===== src/rtl/iommu_irq_ctrl.sv =====
// IOMMU interrupt pending/dispatch controller: latches CQ/FQ/HPM/PQ events into ipsr,
// drives registered WSI wires, or issues round-robin MSI vector requests over req/ack.
//
//   state   | meaning
//   --------+---------------------------------------------------------------
//   ST_IDLE | no request in flight; grant the next need flag at/after rr_q
//   ST_REQ  | request held stable on msi_*_o until msi_ack_i
module iommu_irq_ctrl #(
  parameter int N_SRC = 4,
  parameter int N_VEC = 16,
  parameter int VEC_W = 4
) (
  input  logic                   clk_i,
  input  logic                   rst_ni,
  input  logic [N_SRC-1:0]       src_ev_i,
  input  logic [N_SRC-1:0]       src_ie_i,
  input  logic [N_SRC-1:0]       ipsr_clr_i,
  input  logic [N_SRC*VEC_W-1:0] ivec_i,
  input  logic                   wsi_en_i,
  output logic [N_SRC-1:0]       ipsr_o,
  output logic [N_VEC-1:0]       wsi_wires_o,
  output logic                   msi_req_o,
  output logic [VEC_W-1:0]       msi_vec_o,
  output logic [N_SRC-1:0]       msi_src_o,
  input  logic                   msi_ack_i,
  output logic                   msi_busy_o
);

  localparam int PTR_W = (N_SRC > 1) ? $clog2(N_SRC) : 1;

  typedef enum logic {ST_IDLE, ST_REQ} state_t;

  state_t           state_q, state_d;
  logic [N_SRC-1:0] ipsr_q, ipsr_d;
  logic [N_SRC-1:0] need_q, need_d;
  logic [N_SRC-1:0] rise, ack_oh;
  logic [N_VEC-1:0] wsi_q, wsi_d;
  logic [PTR_W-1:0] rr_q, rr_d;
  logic [PTR_W-1:0] gnt_q, gnt_d;
  logic [PTR_W-1:0] pick;
  logic             pick_vld;
  logic [VEC_W-1:0] vec_q, vec_d;
  logic             ack_hit;

  always_ff @(posedge clk_i or negedge rst_ni) begin
    if (!rst_ni) begin
      state_q <= ST_IDLE;
      ipsr_q  <= '0;
      need_q  <= '0;
      wsi_q   <= '0;
      rr_q    <= '0;
      gnt_q   <= '0;
      vec_q   <= '0;
    end else begin
      state_q <= state_d;
      ipsr_q  <= ipsr_d;
      need_q  <= need_d;
      wsi_q   <= wsi_d;
      rr_q    <= rr_d;
      gnt_q   <= gnt_d;
      vec_q   <= vec_d;
    end
  end

  // Set wins over a coincident W1C.
  assign ipsr_d = (ipsr_q & ~ipsr_clr_i) | (src_ev_i & src_ie_i);
  assign rise   = ipsr_d & ~ipsr_q;

  always_comb begin
    wsi_d = '0;
    for (int s = 0; s < N_SRC; s++) begin
      if (ipsr_q[s]) wsi_d[ivec_i[s*VEC_W +: VEC_W]] = 1'b1;
    end
    if (!wsi_en_i) wsi_d = '0;
  end

  // Descending scan so the smallest offset from rr_q is the last (winning) write.
  always_comb begin
    int j;
    logic [PTR_W-1:0] idx;
    pick     = '0;
    pick_vld = 1'b0;
    j        = 0;
    idx      = '0;
    for (int i = N_SRC-1; i >= 0; i--) begin
      j = int'(rr_q) + i;
      if (j >= N_SRC) j = j - N_SRC;
      idx = PTR_W'(j);
      if (need_q[idx]) begin
        pick     = idx;
        pick_vld = 1'b1;
      end
    end
  end

  always_comb begin
    state_d = state_q;
    gnt_d   = gnt_q;
    vec_d   = vec_q;
    rr_d    = rr_q;
    ack_hit = 1'b0;
    case (state_q)
      ST_IDLE: begin
        if (pick_vld) begin
          state_d = ST_REQ;
          gnt_d   = pick;
          vec_d   = ivec_i[pick*VEC_W +: VEC_W];
        end
      end
      ST_REQ: begin
        if (msi_ack_i) begin
          ack_hit = 1'b1;
          state_d = ST_IDLE;
          rr_d    = (gnt_q == PTR_W'(N_SRC-1)) ? '0 : gnt_q + 1'b1;
        end
      end
      default: state_d = ST_IDLE;
    endcase
  end

  // WSI mode owns the interrupts: no new need flags, and existing ones are dropped.
  assign ack_oh = ack_hit ? (N_SRC'(1) << gnt_q) : '0;
  assign need_d = wsi_en_i ? '0 : (rise | (need_q & ipsr_d & ~ack_oh));

  assign ipsr_o      = ipsr_q;
  assign wsi_wires_o = wsi_q;
  assign msi_busy_o  = (state_q == ST_REQ);
  assign msi_req_o   = msi_busy_o;
  assign msi_vec_o   = msi_busy_o ? vec_q : '0;
  assign msi_src_o   = msi_busy_o ? (N_SRC'(1) << gnt_q) : '0;

endmodule


===== config.mk =====
export PLATFORM = sky130hd
export DESIGN_NAME = iommu_irq_ctrl
export DESIGN_NICKNAME = d
export VERILOG_FILES = /design/src/rtl/iommu_irq_ctrl.sv
export SDC_FILE = /design/constraint.sdc
export NUM_CORES = 1
export LEC_CHECK = 0
export CORE_ASPECT_RATIO = 0.7
export CORE_MARGIN = 3
export CORE_UTILIZATION = 46
export CTS_CLUSTER_SIZE = 25
export DETAILED_ROUTE_END_ITERATION = 12
export PLACE_DENSITY = 0.82
export RECOVER_POWER = 50
export SLEW_MARGIN = 20
export SYNTH_ARGS = -nofsm -noshare
export SYNTH_HDL_FRONTEND = slang
export SYNTH_SLANG_ARGS = --single-unit

===== constraint.sdc =====
create_clock -name clk_i -period 2 [get_ports clk_i]
set_input_delay 0.2 -clock clk_i [delete_from_list [all_inputs] [get_ports clk_i]]
set_output_delay 0.2 -clock clk_i [all_outputs]
set_load 0.005 [all_outputs]

==> impl_metrics.yaml, run 1 <==
yosys:
  ys_ff_latch: 33
  ys_seq_area_frac: 0.420
  syn_area_per_cell_sq_um: 9.41
  ys_types: 33
  yosysWarningCount: 0
  ys.flop_type: "dfrtp_1"
  synth_edf_count: 0
  syn_nets: 245
  synth_area_sq_mm: 0.00197
  postSynthCellCount: 209
  async_reset_ff_frac: 1.00
global_routing:
  grtUsageMet1: 0.357
  grt_use_met2: 0.304
  busiest_layer: "met1"
  grt_pass1_vias: 1765
  grt_max_degree: 34
  gr-usage-all-layers: 0.234
  grtUsageMet3: 0.0733
  antenna_found_initial: 0
  grt_overflow_total: 0
  grt_pass1_wl_mm: 9.06
clock_tree:
  cts_made_buffers: 5
  clk_pin_slew_ns: 0.07
  cts_sinks: 33
  htreeDepth: 2
  clock_path_buffers: 2
  hold_buffers: 0
  cts-resized-gates: 0
  cts_root_buf: "clkbuf_8"
  clk_latency_ns: 0.29
  post-cts-setup-buffers: 0
  cts_tree: "done"
die:
  fp.dieW_um: 84.2
  rows: 19
  ioPinCount: 62
  fp.dieH_um: 60.7
  start_util: 0.490
  die_area_sq_mm: 0.00511
  core-area_sq_mm: 0.00402
sta:
  rsz0062_at_grt: "false"
  fmax_mhz: 546
  hold_violations: 0
  final-max-slew-violation-count: 0
  relSlewSlack: 0.463
  min_period_ns: 1.83
  skew_ns: 0.00762
  tns_ns: 0
  fin_crit_sh: 0.915
  setup_viol: 0
  worst_slew_pin_slew_ns: 0.805
setup_path:
  worstPathArrival_ns: 1.63
  crit_required_ns: 1.80
  crit_chain: "inv_1 -> ha_1 -> and2_1 -> clkdlybuf4s50_1"
  crit_fanout: 5
  critical_path.slowest_cell: "clkdlybuf4s50_1"
  critPathKind: "flip-flop to output port"
  path_delay_family: "buffers and inverters"
  critPathMaxStageDelay_ns: 0.49
  endpoint_kind: "output port"
  worst_setup_path_start_kind: "flip-flop"
  cp.buffers_inverters: 2
min_path:
  hp-class: "primary input to flip-flop"
routing:
  drt.antenna.violating_nets: 0
  avgRoutedWirePerCell_um: 17.6
  wirelength_mm: 5.75
  drcViolationCount: 0
  first_pass_iters: 7
  vias: 1937
  drt_iter0_drc: 220
  drt-vias-per-instance: 5.92
run_status:
  outcome: "finished, final reports clean"
placement:
  port_buffers: 61
  dp.final_hpwl_mm: 4.46
  gp_congestion: 1.00
pwr:
  power_density_mw_per_mm2: 786
  p_leak_uw: 0.00110
  power_uw: 2150
  irDropWorstVdd_uv: 503
run:
  max-cap-violations: 0
cells_and_area:
  final_cell_mix: "clkdlybuf4s50_1 (59), dfrtp_1 (33), o22ai_1 (29)"
  drive_above_1_share: 0.0945
  syn_to_final_growth_pct: 38.8
  nNetsFinal: 311
  antenna_cells: 0
  final_common_cell: "clkdlybuf4s50_1"
  fin_util: 0.680
==> where the power goes <==
part | internal [uW] | total (uW) | switching, uW
Sequential | 769 | 878 | 109
Clock | 273 | 528 | 254
Combinational | 431 | 741 | 311
Total | 1470 | 2150 | 674
==> tightest hold or removal path, delay by kind of cell <==
family        cells  cell delay (ns)
buf+inv           1             0.39
simple gates      2             0.13
==> through the flow <==
| step | setup slack (ns) | hold WS, ns | area, sq um | std cells |
|---|---|---|---|---|
| after floorplan | 0.420 | -0.0956 | 1970 | 209 |
| after global placement | 0.355 | 0.540 | 2650 | 320 |
| after detailed placement | 0.256 | 0.541 | 2650 | 320 |
| after CTS | 0.172 | 0.327 | 2730 | 327 |
| after global routing | 0.0889 | 0.484 | 2730 | 327 |
| final | 0.170 | 0.470 | 2730 | 327 |
==> worst paths after layout <==
kind,from,to,slack [ns],cells past startpoint
setup / recovery,gnt_q[0],msi_src_o[2],0.17,4
min in group asynchronous,rst_ni,vec_q[0],0.52,2
max in group asynchronous,rst_ni,ipsr_o[3],0.96,2
setup reg to reg,rr_q[0],vec_q[1],0.26,5
hold / removal,src_ie_i[1],ipsr_o[1],0.47,3
hold reg to reg,vec_q[3],vec_q[3],0.55,1
==> state kept, by name (all words and copies together), names as in the netlist <==
signal / count
need_q: 4
ipsr_o: 4
wsi_wires_o: 16
gnt_q: 2
msi_busy_o: 1
vec_q: 4
rr_q: 2
==> layer usage <==
| metal | wire (um) | up-vias |
|---|---|---|
| met1 | 2760 | 891 |
| met2 | 2270 | 126 |
| met3 | 672 | 6 |
| met5 | 0 | - |
| met4 | 51 | 0 |
| li1 | - | 914 |
==> layout make-up <==
| cell class | count | area [sq um] |
|---|---|---|
| repair buffers | 65 | 638 |
| multi-input cells | 166 | 1100 |
| flip-flops and latches | 33 | 826 |
| well taps | 52 | 65.1 |
| clock buffers | 7 | 86.3 |
| fillers | 317 | 1290 |
| inverters | 4 | 15.0 |
==> synth_stat cells, types with 2 or more instances <==
cell | n | area (sq um)
clkbuf_1 | 5 | 18.8
o21a_1 | 16 | 120
o221a_1 | 4 | 45.0
and2_1 | 9 | 56.3
mux2_2 | 2 | 22.5
mux2_4 | 4 | 60.1
o32ai_1 | 2 | 17.5
o21ai_0 | 7 | 35.0
nand2b_1 | 11 | 68.8
or3b_2 | 3 | 26.3
o22ai_1 | 29 | 181
inv_1 | 4 | 15.0
ha_1 | 4 | 50.1
a21oi_1 | 2 | 10.0
nand3_1 | 11 | 55.1
a21o_1 | 2 | 15.0
nand2_1 | 26 | 97.6
nand3b_1 | 10 | 75.1
dfrtp_1 | 33 | 826
or2_2 | 5 | 31.3
nor2_1 | 5 | 18.8
a221oi_1 | 4 | 35.0
==> cell families after synthesis <==
group	count (synthesis)	synth area share
flip-flops	33	0.420
multiplexers	7	0.0471
adder cells (fa/ha/maj)	4	0.0254
AND/OR/NAND/NOR	86	0.242
buffers and inverters	10	0.0210
AO/OA/AOI/OAI	69	0.245
Note: power is estimated with default switching activity, not from simulation.
==> inputs of run 2 (changes only) <==
clock period = 1.9 ns   (was 2 ns; I/O delays follow)
==> impl_metrics.yaml, run 2 (synthesis results as in run 1) <==
global_routing:
  grt_max_degree: 34
  grt_overflow_total: 0
  antenna_found_initial: 0
  grt_pass1_wl_mm: 9.71
  grt_pass1_vias: 1889
  gr-usage-all-layers: 0.249
cells_and_area:
  regArea_sq_um: 827
  nNetsFinal: 314
  fin_util: 0.684
  drive_above_1_share: 0.104
  fillers: 336
  largest_reg_flops: 16
  final_area_sq_mm: 0.00275
  antenna_cells: 0
  final_common_cell: "clkdlybuf4s50_1"
  syn_to_final_growth_pct: 39.8
  multi_input_area_sq_mm: 0.00110
  final_cell_mix: "clkdlybuf4s50_1 (58), dfrtp_1 (32), o22ai_1 (29)"
setup_path:
  reg2reg_from: "rr_q[1]"
  endpoint_kind: "output port"
  worst_setup_path_start_kind: "flip-flop"
  critPathKind: "flip-flop to output port"
  r2r_cells: 5
  r2r-end: "vec_q[2]"
  crit_fanout: 4
  critPathMaxStageDelay_ns: 0.49
  crit_required_ns: 1.71
  reg2reg_slack_ns: 0.17
  critical_path.slowest_cell: "clkdlybuf4s50_1"
  worstPathArrival_ns: 1.60
  crit_chain: "inv_1 -> ha_1 -> and2_1 -> clkdlybuf4s50_1"
die:
  die_area_sq_mm: 0.00511
  fp.dieW_um: 84.2
  ioPinCount: 62
  fp.dieH_um: 60.7
  core-area_sq_mm: 0.00402
  start_util: 0.490
  rows: 19
min_path:
  min_path_cells: 3
  hold_path_end: "ipsr_o[3]"
  min_from: "src_ie_i[3]"
  hp-class: "primary input to flip-flop"
placement:
  gp_congestion: 0.988
  dpl_cell_area_sq_mm: 0.00266
  port_buffers: 61
  dp.final_hpwl_mm: 4.54
clock_tree:
  cts_tree: "done"
  cts_made_buffers: 5
  htreeDepth: 2
  clock_path_buffers: 2
  cts_root_buf: "clkbuf_8"
  cts_sinks: 33
  clk_pin_slew_ns: 0.06
  clk_latency_ns: 0.29
sta:
  setup_viol: 0
  min_period_ns: 1.79
  final-max-slew-violation-count: 0
  fin_crit_sh: 0.942
  fmax_mhz: 559
  hold_violations: 0
  relSlewSlack: 0.441
  worst_slew_pin_slew_ns: 0.838
  skew_ns: 0.00524
  rsz0062_at_grt: "false"
  tns_ns: 0
routing:
  drt-vias-per-instance: 5.97
  vias: 1977
  avgRoutedWirePerCell_um: 17.9
  wirelength_mm: 5.92
  drt_iter0_drc: 314
  drt.antenna.violating_nets: 0
  first_pass_iters: 6
  drcViolationCount: 0
pwr:
  power_density_mw_per_mm2: 815
  p_leak_uw: 0.00111
  irDropWorstVdd_uv: 583
run_status:
  outcome: "finished, final reports clean"
run:
  max-cap-violations: 0
==> run 2: worst max-delay path by stage <==
stage               from           end
6_report        gnt_q[0]  msi_src_o[2]
3_5_place_dp     rr_q[1]      vec_q[1]
4_1_cts         gnt_q[0]  msi_src_o[2]
2_1_floorplan    rr_q[1]      vec_q[0]
5_1_grt         gnt_q[0]  msi_src_o[2]
3_3_place_gp   need_q[2]      vec_q[0]
==> run 2: what timing repair did <==
action                                  in CTS  in global routing
hold endpoints to repair                     0                  0
buffers inserted                             0                  1
resized for setup                            0                  2
hold buffers                                 0                  0
endpoints found under the setup margin       0                  6
==> run 2: layout make-up <==
class / count / share of cell area
Inverter: 4 / 0.00546
Sequential cell: 33 / 0.301
Clock buffer: 8 / 0.0291
Tap cell: 52 / 0.0237
Multi-Input combinational cell: 166 / 0.402
Timing Repair Buffer: 68 / 0.239
==> run 2: routing by layer <==
metal | track usage | routed length [um] | share of wire
met1 | 0.380 | 2870 | 0.48
met2 | 0.343 | 2380 | 0.40
met3 | 0.0909 | 612 | 0.10
met4 | 0.0367 | 65 | 0.011
met5 | 0 | 0 | 0
==> run 2: report_power, final <==
group          internal, uW  switching, uW
Sequential              812            115
Clock                   260            255
Combinational           464            336
Total                  1540            705
==> run 2: through the flow <==
stage | worst slack [ns] | hold slack [ns] | power [uW] | instances
CTS | 0.0773 | 0.317 | 2230 | 330
finish | 0.110 | 0.466 | 2240 | 331
detailed placement | 0.163 | 0.543 | 1710 | 322
global route | 0.00648 | 0.475 | 2390 | 331
floorplan | 0.320 | -0.106 | 1320 | 209
global placement | 0.242 | 0.538 | 1700 | 322
==> run 2: critical path: cells and delay by family, from the launching register on <==
| kind | cells | cell delay (ns) |
|---|---|---|
| adders and majority gates | 1 | 0.18 |
| buffers and inverters | 2 | 0.57 |
| DFF | 1 | 0.43 |
| and+or+nand+nor | 1 | 0.13 |
